## src/rtl/lsu_pkg.sv

```systemverilog
// Shared definitions for the load/store unit: funct3 width codes, FSM state
// encoding and the legality/misalignment checks used when an access starts.
package lsu_pkg;

  localparam logic [2:0] F3_B  = 3'b000;
  localparam logic [2:0] F3_H  = 3'b001;
  localparam logic [2:0] F3_W  = 3'b010;
  localparam logic [2:0] F3_BU = 3'b100;
  localparam logic [2:0] F3_HU = 3'b101;

  typedef enum logic [1:0] {
    ST_IDLE = 2'b00,
    ST_REQ  = 2'b01,
    ST_DONE = 2'b10
  } lsu_state_e;

  // funct3 codes 011/110/111 have no RV32I load/store meaning.
  function automatic logic f3_legal(input logic [2:0] f3);
    case (f3)
      F3_B, F3_H, F3_W, F3_BU, F3_HU: f3_legal = 1'b1;
      default:                        f3_legal = 1'b0;
    endcase
  endfunction

  function automatic logic is_misaligned(input logic [2:0] f3, input logic [1:0] addr_lo);
    case (f3)
      F3_H, F3_HU: is_misaligned = addr_lo[0];
      F3_W:        is_misaligned = (addr_lo != 2'b00);
      default:     is_misaligned = 1'b0;
    endcase
  endfunction

endpackage

```

## src/rtl/load_store_unit_if.sv

```systemverilog
// Data-memory port of the load/store unit: one request held until mem_ready.
interface load_store_unit_if;

  logic        mem_req;
  logic        mem_we;
  logic [31:0] mem_addr;
  logic [3:0]  mem_wstrb;
  logic [31:0] mem_wdata;
  logic [31:0] mem_rdata;
  logic        mem_ready;

  modport master (
    output mem_req,
    output mem_we,
    output mem_addr,
    output mem_wstrb,
    output mem_wdata,
    input  mem_rdata,
    input  mem_ready
  );

  modport slave (
    input  mem_req,
    input  mem_we,
    input  mem_addr,
    input  mem_wstrb,
    input  mem_wdata,
    output mem_rdata,
    output mem_ready
  );

endinterface

```

## src/rtl/lsu_align.sv

```systemverilog
// Combinational byte-lane logic: store data/strobe steering and load
// extraction with sign or zero extension.
module lsu_align
  import lsu_pkg::*;
(
  input  logic [2:0]  funct3_i,
  input  logic [1:0]  addr_lo_i,
  input  logic [31:0] wdata_i,
  input  logic [31:0] mem_rdata_i,
  output logic [31:0] mem_wdata_o,
  output logic [3:0]  wstrb_o,
  output logic [31:0] load_data_o
);

  logic [7:0]  byte_s;
  logic [15:0] half_s;

  // Store steering keyed on the access size (funct3[1:0]).
  always_comb begin
    mem_wdata_o = wdata_i;
    wstrb_o     = 4'b1111;
    case (funct3_i[1:0])
      2'b00: begin
        mem_wdata_o = {4{wdata_i[7:0]}};
        wstrb_o     = 4'b0001 << addr_lo_i;
      end
      2'b01: begin
        mem_wdata_o = {2{wdata_i[15:0]}};
        if (addr_lo_i[1]) begin
          wstrb_o = 4'b1100;
        end else begin
          wstrb_o = 4'b0011;
        end
      end
      default: begin
        mem_wdata_o = wdata_i;
        wstrb_o     = 4'b1111;
      end
    endcase
  end

  // Lane selection for sub-word loads.
  always_comb begin
    byte_s = mem_rdata_i[7:0];
    case (addr_lo_i)
      2'b00:   byte_s = mem_rdata_i[7:0];
      2'b01:   byte_s = mem_rdata_i[15:8];
      2'b10:   byte_s = mem_rdata_i[23:16];
      2'b11:   byte_s = mem_rdata_i[31:24];
      default: byte_s = mem_rdata_i[7:0];
    endcase
    if (addr_lo_i[1]) begin
      half_s = mem_rdata_i[31:16];
    end else begin
      half_s = mem_rdata_i[15:0];
    end
  end

  // Extension to the 32-bit writeback value.
  always_comb begin
    load_data_o = mem_rdata_i;
    case (funct3_i)
      F3_B:    load_data_o = {{24{byte_s[7]}}, byte_s};
      F3_BU:   load_data_o = {24'h000000, byte_s};
      F3_H:    load_data_o = {{16{half_s[15]}}, half_s};
      F3_HU:   load_data_o = {16'h0000, half_s};
      default: load_data_o = mem_rdata_i;
    endcase
  end

endmodule

```

## src/rtl/load_store_unit.sv

```systemverilog
// Multi-cycle RV32I load/store unit: IDLE/REQ/DONE FSM with a wait-state
// timeout, stalling the core while a memory access is in flight.
module load_store_unit
  import lsu_pkg::*;
#(
  parameter int unsigned TIMEOUT_CYCLES = 255
) (
  input  logic               clk,
  input  logic               rst,
  input  logic               start,
  input  logic               is_store,
  input  logic [2:0]         funct3,
  input  logic [31:0]        addr,
  input  logic [31:0]        wdata,
  output logic [31:0]        rdata,
  output logic               stall,
  output logic               done,
  output logic               err,
  load_store_unit_if.master  mem
);

  localparam logic [7:0] TIMEOUT_L = 8'(TIMEOUT_CYCLES);

  lsu_state_e  state_q, state_d;
  logic [7:0]  cnt_q, cnt_d;
  logic [31:0] addr_q, addr_d;
  logic [2:0]  funct3_q, funct3_d;
  logic        is_store_q, is_store_d;
  logic [31:0] wdata_q, wdata_d;
  logic        abort_q, abort_d;
  logic [31:0] rdata_q, rdata_d;

  logic        in_idle_s;
  logic        in_req_s;
  logic        start_bad_s;
  logic        legal_start_s;
  logic        illegal_start_s;
  logic [31:0] steer_wdata_s;
  logic [3:0]  steer_wstrb_s;
  logic [31:0] load_data_s;

  lsu_align u_align (
    .funct3_i    (funct3_q),
    .addr_lo_i   (addr_q[1:0]),
    .wdata_i     (wdata_q),
    .mem_rdata_i (mem.mem_rdata),
    .mem_wdata_o (steer_wdata_s),
    .wstrb_o     (steer_wstrb_s),
    .load_data_o (load_data_s)
  );

  // Start qualification is masked during reset so every output reads 0.
  assign in_idle_s       = (state_q == ST_IDLE);
  assign in_req_s        = (state_q == ST_REQ);
  assign start_bad_s     = !f3_legal(funct3) || is_misaligned(funct3, addr[1:0]);
  assign legal_start_s   = in_idle_s && start && !rst && !start_bad_s;
  assign illegal_start_s = in_idle_s && start && !rst && start_bad_s;

  // State and latched access registers.
  always_ff @(posedge clk) begin
    if (rst) begin
      state_q    <= ST_IDLE;
      cnt_q      <= 8'd0;
      addr_q     <= 32'h0000_0000;
      funct3_q   <= 3'b000;
      is_store_q <= 1'b0;
      wdata_q    <= 32'h0000_0000;
      abort_q    <= 1'b0;
      rdata_q    <= 32'h0000_0000;
    end else begin
      state_q    <= state_d;
      cnt_q      <= cnt_d;
      addr_q     <= addr_d;
      funct3_q   <= funct3_d;
      is_store_q <= is_store_d;
      wdata_q    <= wdata_d;
      abort_q    <= abort_d;
      rdata_q    <= rdata_d;
    end
  end

  // Next-state logic; mem_ready wins over the timeout in the same cycle.
  always_comb begin
    state_d    = state_q;
    cnt_d      = cnt_q;
    addr_d     = addr_q;
    funct3_d   = funct3_q;
    is_store_d = is_store_q;
    wdata_d    = wdata_q;
    abort_d    = abort_q;
    rdata_d    = rdata_q;
    case (state_q)
      ST_IDLE: begin
        if (legal_start_s) begin
          addr_d     = addr;
          funct3_d   = funct3;
          is_store_d = is_store;
          wdata_d    = wdata;
          cnt_d      = 8'd0;
          abort_d    = 1'b0;
          state_d    = ST_REQ;
        end else begin
          state_d = ST_IDLE;
        end
      end
      ST_REQ: begin
        if (mem.mem_ready) begin
          state_d = ST_DONE;
          if (!is_store_q) begin
            rdata_d = load_data_s;
          end else begin
            rdata_d = rdata_q;
          end
        end else if ((cnt_q + 8'd1) == TIMEOUT_L) begin
          cnt_d   = cnt_q + 8'd1;
          abort_d = 1'b1;
          state_d = ST_DONE;
        end else begin
          cnt_d   = cnt_q + 8'd1;
          state_d = ST_REQ;
        end
      end
      ST_DONE: begin
        state_d = ST_IDLE;
      end
      default: begin
        state_d = ST_IDLE;
      end
    endcase
  end

  assign rdata = rdata_q;
  assign stall = legal_start_s || in_req_s;
  assign done  = (state_q == ST_DONE);
  assign err   = illegal_start_s || ((state_q == ST_DONE) && abort_q);

  // The bus is quiet outside REQ; loads never assert write strobes.
  assign mem.mem_req   = in_req_s;
  assign mem.mem_we    = in_req_s && is_store_q;
  assign mem.mem_addr  = in_req_s ? {addr_q[31:2], 2'b00} : 32'h0000_0000;
  assign mem.mem_wstrb = (in_req_s && is_store_q) ? steer_wstrb_s : 4'b0000;
  assign mem.mem_wdata = (in_req_s && is_store_q) ? steer_wdata_s : 32'h0000_0000;

endmodule

```

## src/flat_wrapper.sv

```systemverilog
// flat-port wrapper written by rule: the top's interface ports become plain ports
module load_store_unit_flat import lsu_pkg::*;
#(
  parameter int unsigned TIMEOUT_CYCLES = 255
)
  (clk, rst, start, is_store, funct3, addr, wdata, rdata, stall, done, err, mem_mem_req, mem_mem_we, mem_mem_addr, mem_mem_wstrb, mem_mem_wdata, mem_mem_rdata, mem_mem_ready);
  load_store_unit_if mem_i ();
  input  logic clk;
  input  logic rst;
  input  logic start;
  input  logic is_store;
  input  logic [2:0] funct3;
  input  logic [31:0] addr;
  input  logic [31:0] wdata;
  output logic [31:0] rdata;
  output logic stall;
  output logic done;
  output logic err;
  output wire logic [$bits(mem_i.mem_req)-1:0] mem_mem_req;
  output wire logic [$bits(mem_i.mem_we)-1:0] mem_mem_we;
  output wire logic [$bits(mem_i.mem_addr)-1:0] mem_mem_addr;
  output wire logic [$bits(mem_i.mem_wstrb)-1:0] mem_mem_wstrb;
  output wire logic [$bits(mem_i.mem_wdata)-1:0] mem_mem_wdata;
  input wire logic [$bits(mem_i.mem_rdata)-1:0] mem_mem_rdata;
  input wire logic [$bits(mem_i.mem_ready)-1:0] mem_mem_ready;
  assign mem_mem_req = mem_i.mem_req;
  assign mem_mem_we = mem_i.mem_we;
  assign mem_mem_addr = mem_i.mem_addr;
  assign mem_mem_wstrb = mem_i.mem_wstrb;
  assign mem_mem_wdata = mem_i.mem_wdata;
  assign mem_i.mem_rdata = mem_mem_rdata;
  assign mem_i.mem_ready = mem_mem_ready;
  load_store_unit #(.TIMEOUT_CYCLES(TIMEOUT_CYCLES)) u_core (.clk(clk), .rst(rst), .start(start), .is_store(is_store), .funct3(funct3), .addr(addr), .wdata(wdata), .rdata(rdata), .stall(stall), .done(done), .err(err), .mem(mem_i));
endmodule
```

## config.mk

```make
export PLATFORM = sky130hd
export DESIGN_NAME = load_store_unit_flat
export DESIGN_NICKNAME = d
export VERILOG_FILES = /design/src/rtl/lsu_pkg.sv /design/src/rtl/load_store_unit_if.sv /design/src/rtl/lsu_align.sv /design/src/rtl/load_store_unit.sv /design/src/flat_wrapper.sv
export SDC_FILE = /design/constraint.sdc
export NUM_CORES = 1
export LEC_CHECK = 0
export CAP_MARGIN = 20
export CORE_MARGIN = 5
export CORE_UTILIZATION = 44
export CTS_CLUSTER_DIAMETER = 120
export DETAILED_ROUTE_END_ITERATION = 10
export GPL_ROUTABILITY_DRIVEN = 0
export GPL_TIMING_DRIVEN = 0
export HOLD_SLACK_MARGIN = 0.08
export PLACE_DENSITY = 0.9
export SYNTH_ARGS = -nofsm -noshare
export SYNTH_HDL_FRONTEND = slang
export SYNTH_SLANG_ARGS = --single-unit
```

## constraint.sdc

```tcl
create_clock -name clk -period 2 [get_ports clk]
set_input_delay 0.2 -clock clk [delete_from_list [all_inputs] [get_ports clk]]
set_output_delay 0.2 -clock clk [all_outputs]
set_load 0.02 [all_outputs]
```

==> summary.md, run 1 <==
| Metric | Value |
|---|---|
| Via count of the routed design | `6076` |
| Worst EP required | `1.80 ns` |
| Setup CP Type | `in2out` |
| Hold Vio Cnt, Final | `0` |
| Slew headroom | `57.3%` |
| Crit-path max cell delay | `0.52 ns` |
| Clock skew | `0.00666 ns` |
| Synth async-reset ratio | `0%` |
| CP Launch Type | `input port` |
| Synthesized cell area | `5440 sq um` |
| Share of the yosys chip area belonging to registers | `40.8%` |
| Synth Area in XOR/XNOR | `0.483%` |
| Dpl cells | `1095` |
| Final Non-Filler Cells | `1117` |
| Final WL | `19400 um` |
| VDD IR max | `0.000495 V` |
| Crit-path cells | `clkdlybuf4s50_1, nor4_4, buf_4, o2111ai_4, o21ai_0, clkbuf_2` |
| Crit-path slowest cell | `clkdlybuf4s50_1` |
| Max Slew Vio Count | `0` |
| Number of max-cap violations | `0` |
| Initial antenna violation count | `0` |
| Max Clk Rate | `0.514 GHz` |
| Synth cell types | `53` |
| # diodes | `0` |
| Total GRT Usage | `25.8%` |
| Hold Crit Class | `in2reg` |
| Post-synthesis register bit count | `111` |
| Final HPWL DP | `14200 um` |
| CP Max Fanout | `3` |
| Critical Path End Type | `output pin` |
| Clk sink count | `111` |
| Vias/cell | `5.44` |
| Highest routed layer | `met4` |
| Core box area | `12100 sq um` |
| Post-synth top cells | `nand2_1 (183), dfxtp_1 (111), a21oi_1 (102)` |
| Grt total ovfl | `0` |
| Die area | `14700 sq um` |
| Final Util | `68.1%` |
| Fin nets | `1050` |
| IO buf count | `205` |
| Initial Util | `45.1%` |
| Die Span X | `121 um` |
| Met3 WL | `1880 um` |
| Initial DRC count | `536` |
| Post-route cell area | `8220 sq um` |
| Tcrit/Tclk final | `97.2%` |
| Critical path data arrival time | `1.74 ns` |
| Final setup margin | `0.0555 ns` |
| # DRC | `0` |
| Dominant combinational cell family by area after synthesis | `simple AND/OR/NAND/NOR gates` |
| EDFF count, synth | `0` |
| Clock tree buffer depth | `2` |
| Std-Cell Rows | `40` |
| CTS tree | `yes` |
| Synth Flop Type | `dfxtp_1` |
| First-pass GRT wire length | `30100 um` |
| Synth Area in Simple Gates | `26.9%` |
| Largest net degree at the start of global routing | `19` |
| Root buf cell | `clkbuf_16` |
| Slew @ Worst Pin | `0.641 ns` |
| Syn-to-layout area delta | `50.9%` |
| Compound-Gate Fraction of Synth Area | `19.7%` |
| Synth area leader | `dfxtp_1` |
| Post-Syn Instances | `721` |
| # hold bufs at CTS | `0` |
| Vias in the first global route | `5819` |
| H-tree level count | `3` |
| Worst slack at placement | `-0.980 ns` |
| Drt pass-1 iters | `5` |
| Status | `finished clean` |
| PD cells | `600 nW/um^2` |
| Routed Antenna Nets | `0` |
| Post-Synth Adder-Cell Area | `0.460%` |
| Most numerous cell in the Yosys netlist | `nand2_1` |
| Final Critical Period | `1.94 ns` |
| Wire per inst | `17.4 um` |
| Unrepaired setup endpoints after global routing | `true` |
| Mapped Avg Cell Area | `7.55 sq um` |
| IO Count | `209` |
| Synth top area cells | `dfxtp_1 (41%), nand2_1 (13%), a21oi_1 (9.4%)` |
| Cts bufs inserted | `9` |
| Met1 wire length | `7810 um` |
| Post-synthesis mux area share | `6.11%` |
| Met2 wire length | `9040 um` |
| Share of layout cells above drive strength 1 | `16.2%` |
| Synth top area share | `40.8%` |
| Post-DP Area | `7710 sq um` |
| Lkg Pwr | `2.94 nW` |
| Setup violators final | `0` |
| Worst Hold Slack | `0.379 ns` |
| Yosys warns | `0` |
| Clk_lat worst skew | `0.36 ns` |
| Chip height | `121 um` |
| Clock transition at path regs | `0.07 ns` |
-- critical path: cells and delay by family --
kind	cells	cell delay, ns
AO/OA/AOI/OAI	2	0.23
buffers and inverters	3	0.91
AND/OR/NAND/NOR	1	0.39
-- layout by cell type (no fill, tap or decap), types with 4 or more instances in the layout --
cell type	instances
nor2_1	60
mux2i_1	31
a21oi_1	99
clkbuf_4	5
clkdlybuf4s50_1	135
clkbuf_2	18
dfxtp_1	107
a211oi_1	24
clkbuf_16	9
a22oi_1	7
inv_1	4
a22o_1	8
nand3_1	5
and2_1	31
clkdlybuf4s15_2	35
o21ai_0	9
clkbuf_1	21
buf_4	19
clkdlybuf4s15_1	4
o221ai_1	8
nand4_1	4
buf_6	5
nor2b_1	10
and3_1	9
nand2b_1	5
buf_2	28
nand2_1	182
-- timing repair --
item / in CTS / in global routing
endpoints found under the hold margin: 0 / 0
pin swaps: 4 / 2
resized for setup: 261 / 47
setup buffers: 4 / 6
endpoints found under the setup margin: 127 / 113
cloned: 1 / 0
-- through the flow --
step / setup TNS [ns] / total power [mW]
4_1_cts: 0 / 4.92
6_report: 0 / 4.93
5_1_grt: -0.0450 / 5.10
2_1_floorplan: 0 / 2.64
3_5_place_dp: -60.95 / 3.00
3_3_place_gp: -58.05 / 2.99
-- logic make-up (layout without fill, tap and decap cells) --
group	count (synthesis)	after routing
simple gates	329	329
compound gates	174	174
flops	111	111
buf+inv	69	296
mux	32	32
xor+xnor	3	3
fa+ha+maj	2	2
other cells	1	2
-- metal layers --
metal	vias to the layer above	track usage, %
li1	2886	-
met4	0	9.52
met5	-	0
met3	62	8.67
met1	2814	31.1
met2	314	42.6
-- final timing paths --
| check | from | to | slack, ns | depth (start not counted) |
|---|---|---|---|---|
| hold reg to reg | u_core.addr_q[30] | u_core.addr_q[30] | 0.45 | 2 |
| hold / removal | addr[5] | u_core.addr_q[5] | 0.38 | 3 |
| setup / recovery | funct3[2] | stall | 0.06 | 6 |
| setup reg to reg | u_core.addr_q[1] | u_core.rdata[31] | 0.07 | 5 |
-- registers in the layout, indices dropped and copies added, names as in the netlist --
signal	count
u_core.wdata_q	32
u_core.abort_q	1
u_core.cnt_q	8
u_core.funct3_q	3
u_core.addr_q	32
u_core.rdata	32
u_core.state_q	2
u_core.is_store_q	1
-- cell type report --
class                   instances  area [sq um]
fillers                       963          3850
flip-flops and latches        111          2230
plain buffers                  59           352
clock buffers                  11           233
well taps                     168           210
repair buffers                216          2060
multi-input cells             542          3020
clock inverters                 5          82.6
inverters                       5          20.0
-- power by group --
group | switching (mW) | internal, mW | leakage [nW] | total [mW]
sequential | 0.0437 | 2.27 | 0.902 | 2.31
clock | 0.835 | 1.10 | 0.142 | 1.93
combinational | 0.335 | 0.347 | 1.89 | 0.682
Power figures use the tool's default switching activity.
==> run 2, diff against run 1 <==
--- a/config.mk
+++ b/config.mk
@@ -8,7 +8,7 @@
 export CAP_MARGIN = 20
 export CORE_MARGIN = 5
 export CORE_UTILIZATION = 44
-export CTS_CLUSTER_DIAMETER = 120
+export CTS_CLUSTER_DIAMETER = 200
 export DETAILED_ROUTE_END_ITERATION = 10
 export GPL_ROUTABILITY_DRIVEN = 0
 export GPL_TIMING_DRIVEN = 0
==> results of run 2 <==
No change in the layout: final DEF, timing and power equal those of run 1.
